[src/rtl/sym_counter_pkg.sv]
`default_nettype none
// ============================================================================
//  Module      : sym_counter_pkg
//  Description : Shared definitions for the symbol-counting game: seven-segment
//                constants and digit encoder, FSM state codes, verdict codes
//                and the 0..99 clamp used on every displayed count.
//  Revision    : 1.0 - initial release
// ============================================================================
package sym_counter_pkg;

    // Active-low segment bytes
    localparam logic [7:0] SEG_BLANK = 8'hFF;

    // result_period FSM state codes
    localparam logic [1:0] IDLE    = 2'd0;
    localparam logic [1:0] COMPARE = 2'd1;
    localparam logic [1:0] SHOW    = 2'd2;
    localparam logic [1:0] DONE    = 2'd3;

    // Verdict encoding
    localparam logic [1:0] VERDICT_NONE  = 2'd0;
    localparam logic [1:0] VERDICT_MISS  = 2'd1;
    localparam logic [1:0] VERDICT_CLOSE = 2'd2;
    localparam logic [1:0] VERDICT_EXACT = 2'd3;

    localparam logic [6:0] COUNT_MAX = 7'd99;

    // Decimal digit to active-low segment byte; anything outside 0..9 is blank.
    function automatic logic [7:0] intToSeg(input logic [3:0] digit);
        case (digit)
            4'd0:    intToSeg = 8'hC0;
            4'd1:    intToSeg = 8'hF9;
            4'd2:    intToSeg = 8'hA4;
            4'd3:    intToSeg = 8'hB0;
            4'd4:    intToSeg = 8'h99;
            4'd5:    intToSeg = 8'h92;
            4'd6:    intToSeg = 8'h82;
            4'd7:    intToSeg = 8'hD8;
            4'd8:    intToSeg = 8'h80;
            4'd9:    intToSeg = 8'h90;
            default: intToSeg = SEG_BLANK;
        endcase
    endfunction

    // Counts only ever display as two digits, so anything above 99 pins to 99.
    function automatic logic [6:0] clamp99(input logic [6:0] value);
        clamp99 = (value > COUNT_MAX) ? COUNT_MAX : value;
    endfunction

endpackage : sym_counter_pkg
`default_nettype wire

[src/rtl/two_digit_seg.sv]
`default_nettype none
// ============================================================================
//  Module      : two_digit_seg
//  Description : Converts a 7-bit value 0..99 into tens/ones active-low
//                segment bytes, with an override that blanks both digits.
//  Ports       : value   in  7  binary value, 0..99
//                blank   in  1  force both digits to SEG_BLANK
//                segTens out 8  tens digit segment byte
//                segOnes out 8  ones digit segment byte
//  Revision    : 1.0 - initial release
// ============================================================================
module two_digit_seg (
    input  logic [6:0] value,
    input  logic       blank,
    output logic [7:0] segTens,
    output logic [7:0] segOnes
);
    import sym_counter_pkg::*;

    logic [3:0] w_tens;
    logic [3:0] w_ones;

    always_comb begin
        w_tens = 4'(value / 7'd10);
        w_ones = 4'(value % 7'd10);
        if (blank) begin
            segTens = SEG_BLANK;
            segOnes = SEG_BLANK;
        end else begin
            segTens = intToSeg(w_tens);
            segOnes = intToSeg(w_ones);
        end
    end

endmodule : two_digit_seg
`default_nettype wire

[src/rtl/result_period.sv]
`default_nettype none
// ============================================================================
//  Module      : result_period
//  Description : Scoring stage of the symbol-counting game. On postSig it
//                latches the clamped player and true counts, awards points to
//                a saturating score, displays true count and score for
//                DISPLAY_SECS seconds, then pulses nextRoundSig.
//  Ports       : Clk100M      in  1  system clock
//                Reset        in  1  synchronous active-high reset
//                tick1Hz      in  1  one-cycle strobe per second
//                postSig      in  1  answer period over
//                userCount    in  7  player's count
//                symbolCount  in  7  true symbol count
//                resultSeg0/1 out 8  true count tens/ones (blank outside SHOW)
//                resultSeg2/3 out 8  score tens/ones
//                verdict      out 2  0 none, 1 miss, 2 close, 3 exact
//                busy         out 1  FSM not in IDLE
//                nextRoundSig out 1  one-cycle pulse at end of display time
//  Revision    : 1.0 - initial release
// ============================================================================
module result_period #(
    parameter int DISPLAY_SECS = 3,
    parameter int EXACT_PTS    = 2,
    parameter int CLOSE_PTS    = 1,
    parameter int CLOSE_MARGIN = 1,
    parameter int MAX_SCORE    = 99
) (
    input  logic       Clk100M,
    input  logic       Reset,
    input  logic       tick1Hz,
    input  logic       postSig,
    input  logic [6:0] userCount,
    input  logic [6:0] symbolCount,
    output logic [7:0] resultSeg0,
    output logic [7:0] resultSeg1,
    output logic [7:0] resultSeg2,
    output logic [7:0] resultSeg3,
    output logic [1:0] verdict,
    output logic       busy,
    output logic       nextRoundSig
);
    import sym_counter_pkg::*;

    localparam logic [3:0] c_LAST_SEC  = 4'(DISPLAY_SECS - 1);
    localparam logic [7:0] c_EXACT_PTS = 8'(EXACT_PTS);
    localparam logic [7:0] c_CLOSE_PTS = 8'(CLOSE_PTS);
    localparam logic [6:0] c_MARGIN    = 7'(CLOSE_MARGIN);
    localparam logic [7:0] c_MAX_SCORE = 8'(MAX_SCORE);

    logic [1:0] r_state;
    logic [6:0] r_user;
    logic [6:0] r_symbol;
    logic [6:0] r_score;
    logic [3:0] r_secCnt;
    logic [1:0] r_verdict;

    logic [6:0] w_diff;
    logic [1:0] w_verdict;
    logic [7:0] w_pts;
    logic [7:0] w_sum;
    logic [6:0] w_newScore;

    // Scoring: the sum is formed one bit wider so it can never wrap before
    // the saturation compare.
    always_comb begin
        w_diff = (r_user >= r_symbol) ? (r_user - r_symbol) : (r_symbol - r_user);
        if (w_diff == 7'd0) begin
            w_verdict = VERDICT_EXACT;
            w_pts     = c_EXACT_PTS;
        end else if (w_diff <= c_MARGIN) begin
            w_verdict = VERDICT_CLOSE;
            w_pts     = c_CLOSE_PTS;
        end else begin
            w_verdict = VERDICT_MISS;
            w_pts     = 8'd0;
        end
        w_sum      = {1'b0, r_score} + w_pts;
        w_newScore = (w_sum > c_MAX_SCORE) ? c_MAX_SCORE[6:0] : w_sum[6:0];
    end

    always_ff @(posedge Clk100M) begin
        if (Reset) begin
            r_state   <= IDLE;
            r_user    <= 7'd0;
            r_symbol  <= 7'd0;
            r_score   <= 7'd0;
            r_secCnt  <= 4'd0;
            r_verdict <= VERDICT_NONE;
        end else begin
            case (r_state)
                IDLE: begin
                    if (postSig) begin
                        r_user   <= clamp99(userCount);
                        r_symbol <= clamp99(symbolCount);
                        r_state  <= COMPARE;
                    end
                end
                COMPARE: begin
                    r_verdict <= w_verdict;
                    r_score   <= w_newScore;
                    r_secCnt  <= 4'd0;
                    r_state   <= SHOW;
                end
                SHOW: begin
                    if (tick1Hz) begin
                        r_secCnt <= r_secCnt + 4'd1;
                        // Verdict clears on entry so it already reads 0 during DONE.
                        if (r_secCnt == c_LAST_SEC) begin
                            r_verdict <= VERDICT_NONE;
                            r_state   <= DONE;
                        end
                    end
                end
                DONE: begin
                    r_state <= IDLE;
                end
                default: begin
                    r_state <= IDLE;
                end
            endcase
        end
    end

    // True count is only meaningful once COMPARE has run; blank otherwise.
    two_digit_seg u_count_seg (
        .value   (r_symbol),
        .blank   (r_state != SHOW),
        .segTens (resultSeg0),
        .segOnes (resultSeg1)
    );

    two_digit_seg u_score_seg (
        .value   (r_score),
        .blank   (1'b0),
        .segTens (resultSeg2),
        .segOnes (resultSeg3)
    );

    assign verdict      = r_verdict;
    assign busy         = (r_state != IDLE);
    assign nextRoundSig = (r_state == DONE);

endmodule : result_period
`default_nettype wire

[config.mk]
export PLATFORM = sky130hd
export DESIGN_NAME = result_period
export DESIGN_NICKNAME = d
export VERILOG_FILES = /design/src/rtl/sym_counter_pkg.sv /design/src/rtl/two_digit_seg.sv /design/src/rtl/result_period.sv
export SDC_FILE = /design/constraint.sdc
export NUM_CORES = 1
export LEC_CHECK = 0
export CAP_MARGIN = 5
export CORE_MARGIN = 5
export CORE_UTILIZATION = 45
export CTS_CLUSTER_SIZE = 40
export DETAILED_ROUTE_END_ITERATION = 10
export PLACE_DENSITY = 0.68
export SKIP_LAST_GASP = 1
export SYNTH_ARGS = -nofsm -noshare
export SYNTH_HDL_FRONTEND = slang
export SYNTH_SLANG_ARGS = --single-unit
[constraint.sdc]
create_clock -name Clk100M -period 5 [get_ports Clk100M]
set_clock_uncertainty 0.05 [all_clocks]
set_input_delay 0.5 -clock Clk100M [delete_from_list [all_inputs] [get_ports Clk100M]]
set_output_delay 0.5 -clock Clk100M [all_outputs]
set_load 0.1 [all_outputs]
# After elaboration in Yosys (flattened, before gate mapping)

Memory sizes are Yosys's and may differ from the RTL's.
Index checks and enable logic that the tools add are counted.

Add/subtract/negate cells: 4
Div/mod/pow operators: 4
Magnitude comparators: 5
Eq/ne operators: 8
Muxes and demuxes: 19
Reductions and logical operators: 8

Operators with widths:

| kind                                                                             | count |
|---|---|
| 7-bit 2-to-1 mux                                                                 | 4 |
| 2-bit 2-to-1 mux                                                                 | 8 |
| 8-bit 2-to-1 mux                                                                 | 2 |
| 7-bit by 4-bit divider with 7-bit output, second input constant                  | 2 |
| 7-bit greater-than comparator, second input constant                             | 2 |
| 7-bit by 4-bit remainder unit with 7-bit output, second input constant           | 2 |
| 7-bit subtractor                                                                 | 2 |
| 7-bit by 8-bit adder with 8-bit output                                           | 1 |
| 8-bit by 7-bit greater-than comparator with 1-bit output, second input constant  | 1 |
| 2-bit != test, second input constant                                             | 4 |
| 2-bit one-hot mux with 4 select lines                                            | 1 |
| 4-bit one-hot mux with 2 select lines                                            | 1 |
| 7-bit greater-or-equal comparator                                                | 1 |
| 7-bit by 1-bit less-or-equal comparator with 1-bit output, second input constant | 1 |
| 7-bit zero test                                                                  | 1 |
| 3-bit AND reduction                                                              | 2 |
| 4-bit by 1-bit adder with 4-bit output, second input constant                    | 1 |
| 2-bit == test, second input constant                                             | 2 |
| 4-bit by 2-bit == test with 1-bit output, second input constant                  | 1 |
| 4-bit 2-to-1 mux                                                                 | 1 |
| 2-bit one-hot mux with 2 select lines                                            | 1 |
| 2-bit AND reduction                                                              | 2 |
| 2-bit nonzero test                                                               | 2 |
| 2-bit by 1-bit == test with 1-bit output, second input constant                  | 1 |
| other kinds (2)                                                                  | 2 |

Register bits: 29
Bits in read-only memories: 448
Bits of input ports: 18
Output and inout bits: 36
Word-level logic and storage cells: 58
Memories kept: 4

Memories:

| name            | words | width | rd ports | clocked after memory_dff | wr ports | RTL line              | RTL |
|---|---|---|---|---|---|---|---|
| (no name shown) | 16    | 7     | 1        | 0                        | 0        | sym_counter_pkg.sv:30 | `case (digit)` |
| (no name shown) | 16    | 7     | 1        | 0                        | 0        | sym_counter_pkg.sv:30 |  |
| (no name shown) | 16    | 7     | 1        | 0                        | 0        | sym_counter_pkg.sv:30 |  |
| (no name shown) | 16    | 7     | 1        | 0                        | 0        | sym_counter_pkg.sv:30 |  |

# Logic depth before layout (Yosys ltp)

Gate-level depths: netlist (run 1).

Word-level depth: 8
Depth in mapped cells: 22
Gate-level depth less buffers: 22

# By module

From an unflattened synthesis (run 1), not the netlist that was laid out.

Cells, all modules: 576
Area total of the unflattened synthesis: 4446.8 um2

By module, submodules not included:

| module        | times used | cells each | area each (um2) | seq. area each (um2) |
|---|---|---|---|---|
| two_digit_seg | 2          | 159        | 1157.4          | 0.0 |
| result_period | 1          | 258        | 2132.0          | 580.6 |

# Worst setup path after synthesis (run 1)

OpenSTA, ideal clock, no wires.

Path type: reg-to-output
Start point: reg r_symbol[5]
End point: out resultSeg0[3]
Arrival: 4.922 ns
Data required time: 4.450 ns
Slack: -0.472 ns
Stages on the path, launching flop included: 16
Buffers on the path: 1
Cell sequence: dfxtp_1 buf_4 nor3b_2 o2bb2ai_2 a21oi_4 xnor2_1 ha_1 nand3_1 a211oi_2 o22ai_2 o32ai_4 inv_1 ha_1 nand2_1 o21ai_0 o21ai_0

Longest elaborated chain between the ends: 3

RTL lines:

| what                                     | RTL line            | RTL |
|---|---|---|
| start, declared                          | result_period.sv:52 | `logic [6:0] r_symbol;` |
| start signal, assigned                   | result_period.sv:94 | `r_symbol <= clamp99(symbolCount);` |
| 7-bit by 4-bit divider with 7-bit output | two_digit_seg.sv:24 | `w_tens = 4'(value / 7'd10);` |
| memory 16 x 7 bit                        | n/a                 |  |
| 8-bit 2-to-1 mux                         | two_digit_seg.sv:26 | `if (blank) begin` |
| end, declared                            | result_period.sv:34 | `output logic [7:0] resultSeg0,` |

Every way passes these cells.

# Worst setup path after layout (run 1)

Start point: reg r_symbol[5]
End point: out resultSeg1[0]

Longest elaborated chain between the ends: 3

RTL lines:

| what                                            | RTL line            | RTL |
|---|---|---|
| 7-bit by 4-bit remainder unit with 7-bit output | two_digit_seg.sv:25 | `w_ones = 4'(value % 7'd10);` |
| memory 16 x 7 bit                               | n/a                 |  |
| 8-bit 2-to-1 mux                                | two_digit_seg.sv:26 |  |
| end, declared                                   | result_period.sv:35 | `output logic [7:0] resultSeg1,` |

Every way passes these cells.

==> results of run 1 <==
## where the power goes
part | internal, uW | switching [uW]
clock | 96.3 | 93.9
combinational | 655 | 1260
sequential | 273 | 48.6
## worst max-delay path by stage
stage	start	to	depth (start not counted)
2_1_floorplan	r_symbol[5]	resultSeg0[3]	15
3_3_place_gp	r_user[1]	r_score[4]	22
3_5_place_dp	r_user[1]	r_score[2]	22
4_1_cts	r_symbol[5]	resultSeg1[0]	16
5_1_grt	r_symbol[5]	r_score[2]	21
6_report	r_symbol[5]	resultSeg1[0]	16
## cell usage in the layout, fill, tap and decap left out, drive strengths merged, types with 12 or more instances in the layout
cell | Yosys | final
a21oi | 31 | 31
buf | 10 | 42
clkdlybuf4s50 | 0 | 21
dfxtp | 29 | 29
ha | 42 | 42
inv | 37 | 37
mux2i | 12 | 12
nand2 | 51 | 51
nand2b | 13 | 13
nor2 | 50 | 50
nor2b | 14 | 14
nor3 | 16 | 16
o21a | 12 | 12
o21ai | 33 | 33
## cell type report
type                       instances  area, um2  area share (%)
multi-input combinational        414       2870            64.3
timing repair buffer              63        663            14.8
clock inverter                     2       10.0           0.224
inverter                          37        139            3.11
tap                              105        131            2.94
sequential                        29        581            13.0
clock buffer                       6       72.6            1.62
## cell usage after synthesis, types with 4 or more instances
cell type   n  area share [%]
clkbuf_1   21             2.1
nand4_1     5            0.84
inv_1      34             3.4
nor2b_1    13             2.2
o21ai_0    27             3.6
mux2i_1    11             3.0
or3_1       4            0.67
ha_1       42              14
a21o_1      5             1.0
o21a_1     12             2.4
o211ai_1    5             1.0
nand3_1     6            0.81
nor3_1     16             2.2
o22ai_1     4            0.67
a31oi_1     9             1.5
o21ai_1     5            0.67
a211oi_1   10             2.0
dfxtp_1    29              16
a21oi_1    30             4.0
nand2_1    50             5.0
buf_4       8             1.6
nand2b_1   13             2.2
nor2_1     49             4.9
xnor2_1     7             1.6
a22oi_1    10             2.0
## metal layers
layer | routed length [um] | up-vias
met1 | 4390 | 1714
li1 | - | 1905
met2 | 4170 | 98
met3 | 499 | 7
met5 | 0 | -
met4 | 57 | 0
## timing repair
action,CTS,global route
resized for setup,0,3
setup endpoints to repair,0,7
setup buffers,0,0
hold buffers,0,0
## registers in the layout, indices dropped and copies added, names as in the netlist
| signal | flops |
|---|---|
| r_score | 7 |
| r_secCnt | 4 |
| r_state | 2 |
| r_symbol | 7 |
| r_user | 7 |
| verdict | 2 |
## logic make-up after synthesis
kind of cell | count (synthesis) | share of synthesized area (%)
AND/OR/NAND/NOR | 177 | 22.9
other | 1 | 0.101
multiplexers | 14 | 4.14
flip-flops | 29 | 15.6
XOR/XNOR | 10 | 2.35
buffers and inverters | 68 | 7.70
AO/OA/AOI/OAI | 164 | 31.5
adder cells (fa/ha/maj) | 45 | 15.7
## critical path, cell delays in order, from the launching register on
cell and delay, ns:
dfxtp_1 0.46, nor2b_2 0.32, o21ai_2 0.13, a21oi_4 0.29
xnor2_1 0.17, ha_2 0.27, a211o_1 0.26, a32o_1 0.24
o21ai_1 0.24, o32ai_4 0.16, xnor2_1 0.29, inv_1 0.13
ha_1 0.20, nand2_1 0.07, nor2_2 0.04, a311o_1 0.36
buf_12 0.18
## per-stage QoR
stage	instance area, um2	total power, uW	setup WS [ns]	hold WS (ns)
2_1_floorplan	3730	1770	0.279	0.391
3_3_place_gp	4380	2200	0.449	0.405
3_5_place_dp	4380	2220	0.322	0.407
4_1_cts	4460	2420	0.258	0.422
5_1_grt	4470	2600	0.00655	0.455
6_report	4470	2430	0.337	0.420
==> summary.txt, run 1 <==
clock sinks: 29
# nets final: 613
Hold Path Cell Cnt: 2
Routed Antenna Nets: 0
Post-Synthesis Mean Instance Area: 7.32 um2
Critical Setup Path Class: flop to primary output
Row Count: 33
final setup TNS: 0 ns
DR vias/cell: 5.68
# IOs: 54
placed insts: 648
Total GRT Usage: 17.6%
count of cell types in the netlist: 80
RR Endpoint: r_score[2]
FF-to-FF Start: r_symbol[0]
Worst-Margin Slew: 0.970 ns
met2 usage: 28.6%
PD cells: 543 mW/mm2
antenna cells: 0
Detailed Route Iter0 Violations: 101
largest net degree at the start of global routing: 31
Post-synth EDFFs: 0
Seq/Total Area, Yosys: 15.6%
drt first pass iters: 5
placeable core region: 0.00813 mm2
gpl congestion: 0.956
root buffer cell: clkbuf_8
Cell Area, Synth: 0.00372 mm2
die span in y: 101 um
R2R cell count: 21
Hold Crit Endpoint: r_user[6]
# port buffers: 49
vias in the first global route: 3,317
Crit path arrival time: 4.11 ns
hold crit path type: flop to flop
worst skew pair latency: 0.28 ns
HPWL after DPL: 7040 um
GRT met3 Usage: 3.18%
wire per inst: 13.9 um
Die X: 101 um
RSZ-0062 raised after global routing: false
register-to-register setup slack: 0.47 ns
Tmin final: 4.66 ns
Synth Instances: 508
Vias: 3,724
H-tree depth: 2
#FFs+latches synth: 29
global-route wire length before repair: 15,100 um
hold path startpoint: r_user[6]
Final Non-Filler Cells: 656
gr busiest metal: met2
yosys warns: 0
Die Area: 0.0102 mm2
DRT Wirelength: 9120 um
GRT overflow: 0
Clk pin slew, worst setup/hold paths: 0.07 ns
max_slew headroom: 35.1%
Max Cap Viol: 0
DRC: 0
CP required: 4.45 ns
Main synth FF type: dfxtp_1
Final Hold Violating Endpoints: 0
leakage power: 0.00187 uW
async set or reset register ratio after synthesis: 0%
fillers: 779
Initial Util: 45.7%
initial antenna violation count: 0
Critical Path Fanout Max: 9
max-slew violation count: 0
CTS tree: done
f_max: 0.214 GHz
fraction of layout cells with a size suffix above 1: 13.4%
Setup-failing EPs final: 0
clk buf depth: 2
crit path capture type: primary output
met1 Resource Use GR: 24.9%
clock buffer count from CTS: 5
outcome: complete, no violations
Tcrit/Tclk final: 93.3%
startpoint types: flop
Util after Layout: 55.0%
VDD IR max: 0.294 mV
Area Overhead vs Synth: 20.1%
Power figures use the tool's default switching activity.
==> run 2: changes to the inputs <==
--- a/config.mk
+++ b/config.mk
@@ -15,3 +15,4 @@
 export SYNTH_ARGS = -nofsm -noshare
 export SYNTH_HDL_FRONTEND = slang
 export SYNTH_SLANG_ARGS = --single-unit
+export TNS_END_PERCENT = 100
==> results of run 2 <==
The final DEF is identical to that of run 1; final timing and power are the same.
==> run 3: changes to the inputs <==
--- a/config.mk
+++ b/config.mk
@@ -6,7 +6,6 @@
 export NUM_CORES = 1
 export LEC_CHECK = 0
 export CAP_MARGIN = 5
-export CORE_MARGIN = 5
 export CORE_UTILIZATION = 45
 export CTS_CLUSTER_SIZE = 40
 export DETAILED_ROUTE_END_ITERATION = 10
==> summary.txt, run 3 (synthesis gave the netlist of run 1 again) <==
clk buf depth: 2
commonest non-fill, non-tap cell in the layout: nand2_1
Initial Util: 47.4%
CTS tree: done
worst skew pair latency: 0.29 ns
Area Overhead vs Synth: 20.5%
# port buffers: 49
GRT met3 Usage: 3.69%
RSZ-0062 raised after global routing: false
die span in y: 92.9 um
Top delay family on crit path: compound AO/OA/AOI/OAI gates
Vias: 3,814
DR vias/cell: 5.86
VDD IR max: 0.264 mV
Final Hold Violating Endpoints: 0
startpoint types: flop
HPWL after DPL: 7080 um
Critical Path Fanout Max: 19
vias in the first global route: 3,497
Worst-Margin Slew: 1.17 ns
PD cells: 558 mW/mm2
switching power of the nets: 1420 uW
DRT Wirelength: 9480 um
CP bufs+invs: 3
Sw Share: 56.7%
placeable core region: 0.00785 mm2
# nets final: 611
Clock Power Share: 10.6%
most frequent cells in the layout: nand2_1, nor2_1, ha_1, inv_1, a21oi_1
Die X: 92.9 um
final setup TNS: 0 ns
hold crit path type: flop to flop
Critical-path top delay cell: o32ai_4
wire per inst: 14.6 um
Tcrit/Tclk final: 96.0%
Tmin final: 4.80 ns
clock sinks: 29
Largest regs: r_score x7, r_symbol x7, r_user x7
drt first pass iters: 4
total power: 2500 uW
fraction of layout cells with a size suffix above 1: 12.9%
Gate power share: 76.7%
met2 usage: 37.2%
Setup-failing EPs final: 0
Total GRT Usage: 22.6%
portion of total power attributed to sequential cells: 12.7%
Crit path top cell by count: buf_4
Clk pin slew, worst setup/hold paths: 0.07 ns
antenna cells: 0
root buffer cell: clkbuf_8
DRC: 0
CP cell instances: buf_4, nor2b_2, o21ai_2, a21oi_4, xnor2_1, ha_1, nand3_1, a211oi_2, o22ai_2, o32ai_4, buf_4, mux2i_1, o21ai_1, a311o_1, buf_12
met1 Resource Use GR: 31.0%
largest net degree at the start of global routing: 31
H-tree depth: 2
max-slew violation count: 0
crit path capture type: primary output
Routed Antenna Nets: 0
max_slew headroom: 21.7%
Crit path arrival time: 4.25 ns
max incr delay on CP: 0.39 ns
f_max: 0.208 GHz
GRT overflow: 0
# IOs: 54
CP required: 4.45 ns
Detailed Route Iter0 Violations: 140
global-route wire length before repair: 16,000 um
total setup buffers inserted after CTS: 0
Max Cap Viol: 0
gr busiest metal: met2
internal power: 1090 uW
Hold WS: 0.421 ns
Critical Setup Path Class: flop to primary output
gpl congestion: 0.885
clock buffer count from CTS: 5
Die Area: 0.00864 mm2
outcome: complete, no violations
Row Count: 32
initial antenna violation count: 0
leakage power: 0.00188 uW
[run 3: cell types whose count changed in the layout (fill, tap and decap cells not counted), sizes merged]
| cell | delta |
|---|---|
| clkbuf | +1 |
| buf | -2 |
| bufinv | +1 |
| clkinv | -2 |
[run 3: stage by stage]
step / utilization [%] / setup slack, ns / std cells / area (um2)
after floorplan: - / 0.279 / 511 / 3730
after detailed placement: 55.6 / 0.474 / 643 / 4360
after CTS: 57.0 / 0.218 / 651 / 4480
after global placement: 55.6 / 0.594 / 643 / 4360
after global routing: 57.2 / 0.000216 / 651 / 4490
final: 57.2 / 0.201 / 651 / 4490
[run 3: path summary, 6_finish.rpt]
check | startpoint | to | slack, ns | depth (start not counted)
hold / removal | r_user[6] | r_user[6] | 0.42 | 2
hold reg to reg | r_user[6] | r_user[6] | 0.42 | 2
setup / recovery | r_symbol[5] | resultSeg1[3] | 0.20 | 15
setup reg to reg | r_user[1] | r_score[3] | 0.46 | 22
[run 3: area by class of cell]
type                            count  area [um2]
Timing Repair Buffer               61         648
Clock buffer                        7        86.3
Fill cell                         744        3360
Multi-Input combinational cell    414        2870
Clock inverter                      1        30.0
Inverter                           37         139
Tap cell                          102         128
Sequential cell                    29         581
[run 3: power groups by stage]
stage          registers (uW)  clock network, uW  logic, uW
6_report                  318                265       1920
4_1_cts                   317                268       1910
3_5_place_dp              322                  0       1890
3_3_place_gp              321                  0       1870
2_1_floorplan             345                  0       1420
5_1_grt                   326                278       2080
[run 3: metal layers]
metal,up-vias,wire length (um)
li1,1900,-
met1,1802,4570
met2,102,4400
met3,10,440
met4,0,70
met5,-,0
[run 3: worst min-delay path, stage by stage, from the launching register on]
cell and delay, ns:
dfxtp_1 0.32, nand2_1 0.05, a21oi_1 0.05
[run 3: repair_timing]
action                                  CTS  global route
endpoints found under the hold margin     0             0
hold buffers                              0             0
endpoints found under the setup margin    0             5
resized for setup                         0             2
